**config.mk**
```make
export PLATFORM = sky130hd
export DESIGN_NAME = bp_cce_mc_arbiter
export DESIGN_NICKNAME = d
export VERILOG_FILES = /design/src/rtl/bsg_chip_pkg.sv /design/src/rtl/bsg_fifo_1r1w_small.sv /design/src/rtl/bp_cce_mc_arbiter.sv
export SDC_FILE = /design/constraint.sdc
export NUM_CORES = 1
export LEC_CHECK = 0
export ABC_AREA = 1
export CAP_MARGIN = 20
export CELL_PAD_IN_SITES_DETAIL_PLACEMENT = 1
export CELL_PAD_IN_SITES_GLOBAL_PLACEMENT = 1
export CORE_AREA = 2 2 252 254
export DETAILED_ROUTE_END_ITERATION = 12
export DIE_AREA = 0 0 254 256
export DONT_BUFFER_PORTS = 1
export PLACE_DENSITY_LB_ADDON = 0.1
export SLEW_MARGIN = 20
export SYNTH_ARGS = -nofsm -noshare
export SYNTH_HDL_FRONTEND = slang
export SYNTH_SLANG_ARGS = --single-unit
```
**constraint.sdc**
```tcl
create_clock -name clk_i -period 15.9 [get_ports clk_i]
set_clock_uncertainty 0.15 [all_clocks]
set_input_delay 3.18 -clock clk_i [delete_from_list [all_inputs] [get_ports clk_i]]
set_output_delay 3.18 -clock clk_i [all_outputs]
set_load 0.02 [all_outputs]
```
**src/rtl/bsg_chip_pkg.sv**
```systemverilog
`default_nettype none
// ============================================================================
// Module : bsg_chip_pkg
// Brief  : Shared defaults and helpers for the BedRock mem-command arbiter.
// Rev    : 1.0  initial release
// ============================================================================
package bsg_chip_pkg;

  localparam int num_req_default         = 2;
  localparam int max_outstanding_default = 8;

  // A single requester still needs a one-bit id so the tag FIFO has width.
  function automatic int req_id_width(input int num_req);
    return (num_req > 1) ? $clog2(num_req) : 1;
  endfunction

  localparam int req_id_width_default = req_id_width(num_req_default);

  localparam logic [0:0] out_empty_st = 1'b0;
  localparam logic [0:0] out_full_st  = 1'b1;

endpackage
`default_nettype wire

```
**src/rtl/bsg_fifo_1r1w_small.sv**
```systemverilog
`default_nettype none
// ============================================================================
// Module : bsg_fifo_1r1w_small
// Brief  : Small circular-buffer FIFO, one push and one pop port, show-ahead.
// Rev    : 1.0  initial release
// ============================================================================
module bsg_fifo_1r1w_small #(
  parameter int width_p = 1,
  parameter int els_p   = 8
) (
  input  logic               clk_i,
  input  logic               reset_n_i,
  input  logic               v_i,
  input  logic [width_p-1:0] data_i,
  input  logic               yumi_i,
  output logic               full_o,
  output logic               empty_o,
  output logic [width_p-1:0] data_o
);

  localparam int ptr_w = (els_p > 1) ? $clog2(els_p) : 1;
  localparam int cnt_w = $clog2(els_p + 1);
  localparam logic [ptr_w-1:0] last_ptr = ptr_w'(els_p - 1);
  localparam logic [cnt_w-1:0] full_cnt = cnt_w'(els_p);

  logic [width_p-1:0] mem [els_p];
  logic [ptr_w-1:0]   wr_ptr, rd_ptr;
  logic [cnt_w-1:0]   count;
  logic               push, pop;

  assign full_o  = (count == full_cnt);
  assign empty_o = (count == '0);
  assign push    = v_i & ~full_o;
  assign pop     = yumi_i & ~empty_o;
  assign data_o  = mem[rd_ptr];

  always_ff @(posedge clk_i) begin
    if (push) mem[wr_ptr] <= data_i;
  end

  always_ff @(posedge clk_i or negedge reset_n_i) begin
    if (!reset_n_i) begin
      wr_ptr <= '0;
      rd_ptr <= '0;
      count  <= '0;
    end else begin
      if (push) wr_ptr <= (wr_ptr == last_ptr) ? '0 : wr_ptr + 1'b1;
      if (pop)  rd_ptr <= (rd_ptr == last_ptr) ? '0 : rd_ptr + 1'b1;
      case ({push, pop})
        2'b10:   count <= count + 1'b1;
        2'b01:   count <= count - 1'b1;
        default: count <= count;
      endcase
    end
  end

endmodule
`default_nettype wire

```
**src/rtl/bp_cce_mc_arbiter.sv**
```systemverilog
`default_nettype none
// ============================================================================
// Module : bp_cce_mc_arbiter
// Brief  : Round-robin mux of BedRock mem commands onto one link, in-order
//          response return via a requester-id tag FIFO.
// Rev    : 1.0  initial release
// ============================================================================
module bp_cce_mc_arbiter
  import bsg_chip_pkg::*;
#(
  parameter int num_req_p         = num_req_default,
  parameter int msg_width_p       = 128,
  parameter int max_outstanding_p = max_outstanding_default
) (
  input  logic                                  clk_i,
  input  logic                                  reset_i,
  input  logic [num_req_p-1:0][msg_width_p-1:0] cmd_i,
  input  logic [num_req_p-1:0]                  cmd_v_i,
  output logic [num_req_p-1:0]                  cmd_ready_o,
  output logic [msg_width_p-1:0]                resp_o,
  output logic [num_req_p-1:0]                  resp_v_o,
  input  logic [num_req_p-1:0]                  resp_yumi_i,
  output logic [msg_width_p-1:0]                link_cmd_o,
  output logic                                  link_cmd_v_o,
  input  logic                                  link_cmd_ready_i,
  input  logic [msg_width_p-1:0]                link_resp_i,
  input  logic                                  link_resp_v_i,
  output logic                                  link_resp_yumi_o,
  output logic                                  error_o
);

  localparam int id_w = req_id_width(num_req_p);
  localparam logic [id_w:0] num_req_c = (id_w + 1)'(num_req_p);

  // Assertion is immediate; release waits two clocks.
  logic [1:0] rst_sync;
  logic       rst_n;

  always_ff @(posedge clk_i or negedge reset_i) begin
    if (!reset_i) rst_sync <= 2'b00;
    else          rst_sync <= {rst_sync[0], 1'b1};
  end
  assign rst_n = rst_sync[1];

  logic [id_w-1:0]        prio, grant_id, head_id, next_prio;
  logic [id_w:0]          arb_sum;
  logic                   grant_found, can_accept, accept;
  logic                   fifo_full, fifo_empty, fifo_pop, resp_hit;
  logic [0:0]             out_state;
  logic [msg_width_p-1:0] out_msg;

  always_comb begin
    grant_found = 1'b0;
    grant_id    = prio;
    arb_sum     = '0;
    for (int i = 0; i < num_req_p; i++) begin
      arb_sum = {1'b0, prio} + (id_w + 1)'(i);
      if (arb_sum >= num_req_c) arb_sum = arb_sum - num_req_c;
      if (!grant_found && cmd_v_i[arb_sum[id_w-1:0]]) begin
        grant_found = 1'b1;
        grant_id    = arb_sum[id_w-1:0];
      end
    end
  end

  // A full tag FIFO blocks grants even when it pops in the same cycle.
  assign can_accept  = rst_n & ~fifo_full
                     & ((out_state == out_empty_st) | link_cmd_ready_i);
  assign accept      = grant_found & can_accept;
  assign cmd_ready_o = accept ? (num_req_p'(1) << grant_id) : '0;
  assign next_prio   = (({1'b0, grant_id} + 1'b1) >= num_req_c) ? '0 : grant_id + 1'b1;

  always_ff @(posedge clk_i or negedge rst_n) begin
    if (!rst_n) begin
      prio      <= '0;
      out_state <= out_empty_st;
      out_msg   <= '0;
    end else begin
      if (accept) begin
        prio      <= next_prio;
        out_state <= out_full_st;
        out_msg   <= cmd_i[grant_id];
      end else if (link_cmd_ready_i) begin
        out_state <= out_empty_st;
      end
    end
  end

  assign link_cmd_v_o = (out_state == out_full_st);
  assign link_cmd_o   = out_msg;

  bsg_fifo_1r1w_small #(
    .width_p (id_w),
    .els_p   (max_outstanding_p)
  ) tag_fifo (
    .clk_i     (clk_i),
    .reset_n_i (rst_n),
    .v_i       (accept),
    .data_i    (grant_id),
    .yumi_i    (fifo_pop),
    .full_o    (fifo_full),
    .empty_o   (fifo_empty),
    .data_o    (head_id)
  );

  // Responses with no tag outstanding are swallowed and flagged.
  assign resp_hit         = link_resp_v_i & ~fifo_empty;
  assign resp_o           = link_resp_i;
  assign resp_v_o         = resp_hit ? (num_req_p'(1) << head_id) : '0;
  assign link_resp_yumi_o = rst_n & link_resp_v_i & (fifo_empty | resp_yumi_i[head_id]);
  assign fifo_pop         = link_resp_yumi_o & ~fifo_empty;

  always_ff @(posedge clk_i or negedge rst_n) begin
    if (!rst_n)                            error_o <= 1'b0;
    else if (link_resp_v_i && fifo_empty)  error_o <= 1'b1;
  end

endmodule
`default_nettype wire

```
==> results.tsv <==
metric	value	unit
diodes	0	
groute.usage.overall	9.56	%
fmaxAchievable	137	MHz
path_cells	o21ai_1 -> nand2_2 -> inv_4	
boundaryPins	655	
drt_iter0_drc	259	
finalHoldViolCount	0	
place_hpwl	21900	um
yosysTopAreaCellShare	45.6	%
nets	1210	
dr.pass1.iters	4	
min_period_over_period	45.8	%
synth_edf_count	8	
hp-class	reg -> async	
maxCapViolations	0	
synth_area	7840	um2
worstMarginPinSlew	1.03	ns
yosys-top-cells-area	dfrtp_1 (46%), nand2_1 (20%), buf_4 (13%)	
tns	0	ns
grt_pass1_vias	6173	
worst-r2r-setup-slack	12.25	ns
drv_slew	0	
worstPathMaxFanout	24	
cts_root_buf	clkbuf_16	
htreeDepth	4	
synth.most_common_cell	nand2_1	
arrival	3.96	ns
multi_input_area	2590	um2
critPathCaptureType	primary output	
synth_cell_types	26	
die_area	65000	um2
drtAntennaViolNets	0	
numCtsBuffers	17	
grt_max_degree	110	
synth_top_cells_by_count	nand2_1 (421), dfrtp_1 (143), nand3_1 (138)	
drc	0	
synthFlopType	dfrtp_1	
setup_viol	0	
required	12.57	ns
core-area	62400	um2
avgSynthCellArea	8.22	um2
rows	92	
insertion_delay	0.47	ns
power_density	211	nW/um2
yosysSeqAreaShare	48.7	%
slew_headroom	31.5	%
peakVddDrop	77.9	uV
register_area	3820	um2
fill_cells	7454	
overflow	0	
cts_tree	yes	
critPathLaunchType	input port	
die_w	254	um
yosysWarningCount	0	
cts.path.max_buffers	2	
syn_nets	1354	
grt_antenna_before_repair	0	
dieHeight	256	um
rsz0062_at_grt	no	
vias	5602	
numPortBuffers	0	
setup_slack	8.61	ns
async_flop_share	94.7	%
synth-seq-cells	151	
synthCells	954	
dpl_worst_slack	8.59	ns
p_leak	3.66	nW
synthToLayoutAreaGrowth	5.60	%
yosysTopAreaCell	dfrtp_1	
drive_gt1_share	5.59	%
clkSinkCount	151	
status	finished clean	
routed_wl	30700	um
routed_via_density	3.36	
path_class	in -> out	
period_needed	7.29	ns
ctsResizeCount	0	
cts_setup_buffers	0	
start_util	12.6	%
wl_per_cell	18.4	um
power	1.75	mW
place.gp.congestion	0.678	
grt_pass1_wl	44500	um
critical_path.max_stage_delay	0.35	ns
cts_hold_buffers	0	
cts.clk_slew.worst_paths	0.07	ns
crit_path_top_delay_cell	o21ai_1	
-- cells by family after synthesis --
family / count (synthesis) / share of synthesized area (%)
simple gates: 581 / 30.5
buf+inv: 198 / 18.2
flops: 151 / 48.7
compound gates: 12 / 0.862
fa+ha+maj: 8 / 1.37
xor+xnor: 3 / 0.335
other cells: 1 / 0.0478
-- state kept, by name (all words and copies together), names as in the netlist --
signal and flops:
rst_sync 2, tag_fifo.wr_ptr 3, link_cmd_o 128, link_cmd_v_o 1
error_o 1, tag_fifo.rd_ptr 3, tag_fifo.count 4, prio 1
tag_fifo.mem 8
-- path summary, 6_finish.rpt --
check,start,end,cells past startpoint
worst max-delay path,cmd_v_i[1],cmd_ready_o[0],3
worst min-delay path,rst_sync[1],link_cmd_o[16],0
worst max register to register,rst_sync[1],link_cmd_o[64],9
worst min register to register,rst_sync[1],link_cmd_o[16],0
max in group asynchronous,reset_i,rst_sync[1],0
min in group clk_i,rst_sync[0],rst_sync[1],0
-- placed cells by master (no fill, tap or decap), drive strengths merged --
cell and n:
bufinv 3, fa 1, o21a 2, inv 31
nand4 3, xnor2 1, buf 7, dfrtp 143
nor2 17, clkinv 5, clkbuf 19, nand2 423
a21o 1, ha 7, clkinvlp 2, xor2 2
conb 1, o21ai 7, a21oi 2, nand3 138
edfxtp 8
-- metal layers --
| metal | routed length, um | vias to the layer above | GRT usage [%] | part of all wire (%) |
|---|---|---|---|---|
| met1 | 12000 | 2752 | 10.5 | 39 |
| li1 | - | 2569 | - | - |
| met2 | 15700 | 243 | 16.2 | 51 |
| met3 | 2450 | 38 | 4.21 | 8.0 |
| met5 | 0 | - | 0 | 0 |
| met4 | 549 | 0 | 3.56 | 1.8 |
-- per-stage QoR --
stage	util [%]	cell area, um2	hold WS, ns	instances
floorplan	-	7840	0.181	954
global placement	12.3	7650	0.185	1637
detailed placement	12.3	7650	0.188	1637
CTS	13.3	8280	0.206	1669
global route	13.3	8280	0.213	1669
finish	13.3	8280	0.179	1669
-- cell type report --
cell class / instances / area share (%)
well taps: 846 / 12.8
inverters: 28 / 1.33
clock buffers: 19 / 5.61
repair buffers: 7 / 0.786
clock inverters: 13 / 1.99
flip-flops and latches: 151 / 46.2
multi-input cells: 605 / 31.3
-- worst max-delay path, delay by kind of cell --
| kind | cells | cell delay (ns) |
|---|---|---|
| AO/OA/AOI/OAI | 1 | 0.35 |
| buffers and inverters | 1 | 0.27 |
| AND/OR/NAND/NOR | 1 | 0.14 |
-- report_power, final --
part,switching (mW),internal (mW)
registers,0.355,0.556
clock network,0.201,0.262
logic,0.238,0.134
total,0.794,0.951
(Power assumes the default switching activity.)
==> variant (same settings) <==
Make the reset (`reset_i`, `reset_n_i` and `rst_n`) synchronous in 4 clocked blocks.
--- a/src/rtl/bsg_fifo_1r1w_small.sv
+++ b/src/rtl/bsg_fifo_1r1w_small.sv
@@ -39,5 +39,5 @@
   end
 
-  always_ff @(posedge clk_i or negedge reset_n_i) begin
+  always_ff @(posedge clk_i) begin
     if (!reset_n_i) begin
       wr_ptr <= '0;
--- a/src/rtl/bp_cce_mc_arbiter.sv
+++ b/src/rtl/bp_cce_mc_arbiter.sv
@@ -37,5 +37,5 @@
   logic       rst_n;
 
-  always_ff @(posedge clk_i or negedge reset_i) begin
+  always_ff @(posedge clk_i) begin
     if (!reset_i) rst_sync <= 2'b00;
     else          rst_sync <= {rst_sync[0], 1'b1};
@@ -71,5 +71,5 @@
   assign next_prio   = (({1'b0, grant_id} + 1'b1) >= num_req_c) ? '0 : grant_id + 1'b1;
 
-  always_ff @(posedge clk_i or negedge rst_n) begin
+  always_ff @(posedge clk_i) begin
     if (!rst_n) begin
       prio      <= '0;
@@ -111,5 +111,5 @@
   assign fifo_pop         = link_resp_yumi_o & ~fifo_empty;
 
-  always_ff @(posedge clk_i or negedge rst_n) begin
+  always_ff @(posedge clk_i) begin
     if (!rst_n)                            error_o <= 1'b0;
     else if (link_resp_v_i && fifo_empty)  error_o <= 1'b1;
Function: differs if reset_i is asserted again (counterexample within 4 cycles, from zero or initial values and one cycle with reset_i low); with reset_i held inactive, the same outputs for 4 cycles.
==> variant against the original RTL <==
Sequential cell count grew 3. Setup slack lost 0.52 ns. Register-to-register slack gained 0.23 ns. Final area shrank 6.1%. Synthesized cell count grew 4.1%. Via count grew 6.2%. Routed wire length grew 6.4%. Critical path depth grew 3. Synthesized area shrank 6.6%.
Power is not compared: it rests on default switching activity, and its combinational part moved more than twofold at a synthesized area within 25%.
==> variant: results (changes against the original RTL) <==
\begin{tabular}{lr}
\hline
Metric & Value \\
\hline
\multicolumn{2}{l}{\textbf{Run status}} \\
Run status & finished, final reports clean \\
\multicolumn{2}{l}{\textbf{Synth}} \\
Share of async-settable or async-resettable flops after synthesis & 0\% (-95 points) \\
Cell variety after synth & 20 (-23\%) \\
Mean area per synthesized cell & 7.38 sq um (-10\%) \\
Post-synth top flop & sky130\_fd\_sc\_hd\_\_dfxtp\_1 \\
Sequential area share after synthesis & 43.2\% (-5.5 points) \\
\multicolumn{2}{l}{\textbf{Detailed routing}} \\
Routed wire length per instance & 19.3 um (+4.7\%) \\
DRT iter0 DRCs & 208 (-20\%) \\
\multicolumn{2}{l}{\textbf{Worst setup path}} \\
Maximum fanout encountered on the critical timing path & 25 (+4.2\%) \\
Arrival time worst endpoint & 4.48 ns (+0.52 ns) \\
Number of cell instances on the worst register-to-register path & 10 (+1) \\
R2r setup slk & 12.48 ns (+0.23 ns) \\
Worst reg2reg endpoint & link\_cmd\_o[89] \\
Standard cell with the maximum stage delay on the critical path & sky130\_fd\_sc\_hd\_\_nor2\_4 \\
Launching element of the worst setup path & link\_cmd\_ready\_i \\
Maximum single-stage delay on the critical path & 0.55 ns (+0.20 ns) \\
Startpoint of the most critical register-to-register path & rst\_sync[1] \\
\multicolumn{2}{l}{\textbf{GRT}} \\
Global-route wire length before repair & 46400 um (+4.3\%) \\
Number of global-route vias before repair & 6307 (+2.2\%) \\
Largest net degree at the start of global routing & 62 (-44\%) \\
Antenna violations before repair & 1 (+1) \\
\multicolumn{2}{l}{\textbf{Placement}} \\
Hpwl dp & 23400 um (+6.9\%) \\
Area after detailed placement & 7210 sq um (-5.8\%) \\
\multicolumn{2}{l}{\textbf{Final layout}} \\
Layout cell share with drive strength beyond 1 & 5.31\% (-0.28 points) \\
Final layout net count & 1234 (+2.0\%) \\
\multicolumn{2}{l}{\textbf{Timing}} \\
Worst relative slew slack & 46.3\% (+15 points) \\
Worst hold margin & 0.268 ns (+0.0888 ns) \\
\hline
\end{tabular}
variant: cell count changes in the layout (fill, tap and decap cells not counted), sizes merged, moves of 2 or more:
cell	before	now
nand2	423	417
bufinv	3	0
o21a	2	0
a21oi	2	12
buf	7	9
clkinvlp	2	4
nand3	138	13
a31oi	0	128
dfrtp	143	0
nor2	17	23
inv	31	42
dfxtp	0	146
variant: worst max path at each step:
| stage | to | slack [ns] | depth (start not counted) |
|---|---|---|---|
| 3_3_place_gp | cmd_ready_o[1] | 8.10 | 6 |
| 4_1_cts | cmd_ready_o[1] | 8.01 | 6 |
| 3_5_place_dp | cmd_ready_o[1] | 8.01 | 6 |
| 6_report | cmd_ready_o[1] | 8.09 | 6 |
| 5_1_grt | cmd_ready_o[1] | 7.88 | 6 |
| 2_1_floorplan | cmd_ready_o[0] | 8.62 | 5 |
variant: layout make-up:
class | instances | area, sq um
Multi-Input combinational cell | 616 | 2770
Fill cell | 7537 | 54600
Timing Repair Buffer | 9 | 67.6
Sequential cell | 154 | 3160
Antenna cell | 1 | 2.50
Inverter | 37 | 144
Clock buffer | 19 | 454
Clock inverter | 13 | 108
Tap cell | 846 | 1060
variant: power by group:
part	switching [mW]	internal, mW
combinational	0.0352	0.0109
sequential	0.0146	0.396
clock	0.206	0.212
variant: metrics by stage:
| stage | setup WS, ns | util (%) |
|---|---|---|
| after floorplan | 8.62 | - |
| after global placement | 8.10 | 11.6 |
| after detailed placement | 8.01 | 11.6 |
| after CTS | 8.01 | 12.5 |
| after global routing | 7.88 | 12.5 |
| final | 8.09 | 12.5 |
variant: metal layers:
layer	share of wire [%]	global-route usage [%]	vias up	wire length [um]
met1	40	11.2	2807	12900
met3	11	5.60	34	3660
met2	47	15.3	326	15300
met4	2.1	4.07	4	692
met5	0.18	0.451	-	60
li1	-	-	2779	-
variant: kinds of logic after synthesis:
kind of cell               synth area share, %
and+or+nand+nor                           24.0
DFF                                       43.2
buffers and inverters                     19.1
adders and majority gates                 1.20
AOI/OAI and AO/OA                         12.3
xor gates and xnor gates                 0.239
variant: critical path, delay by kind of cell:
family	cells	cell delay, ns
AO/OA/AOI/OAI	1	0.12
AND/OR/NAND/NOR	3	0.93
buffers and inverters	2	0.24
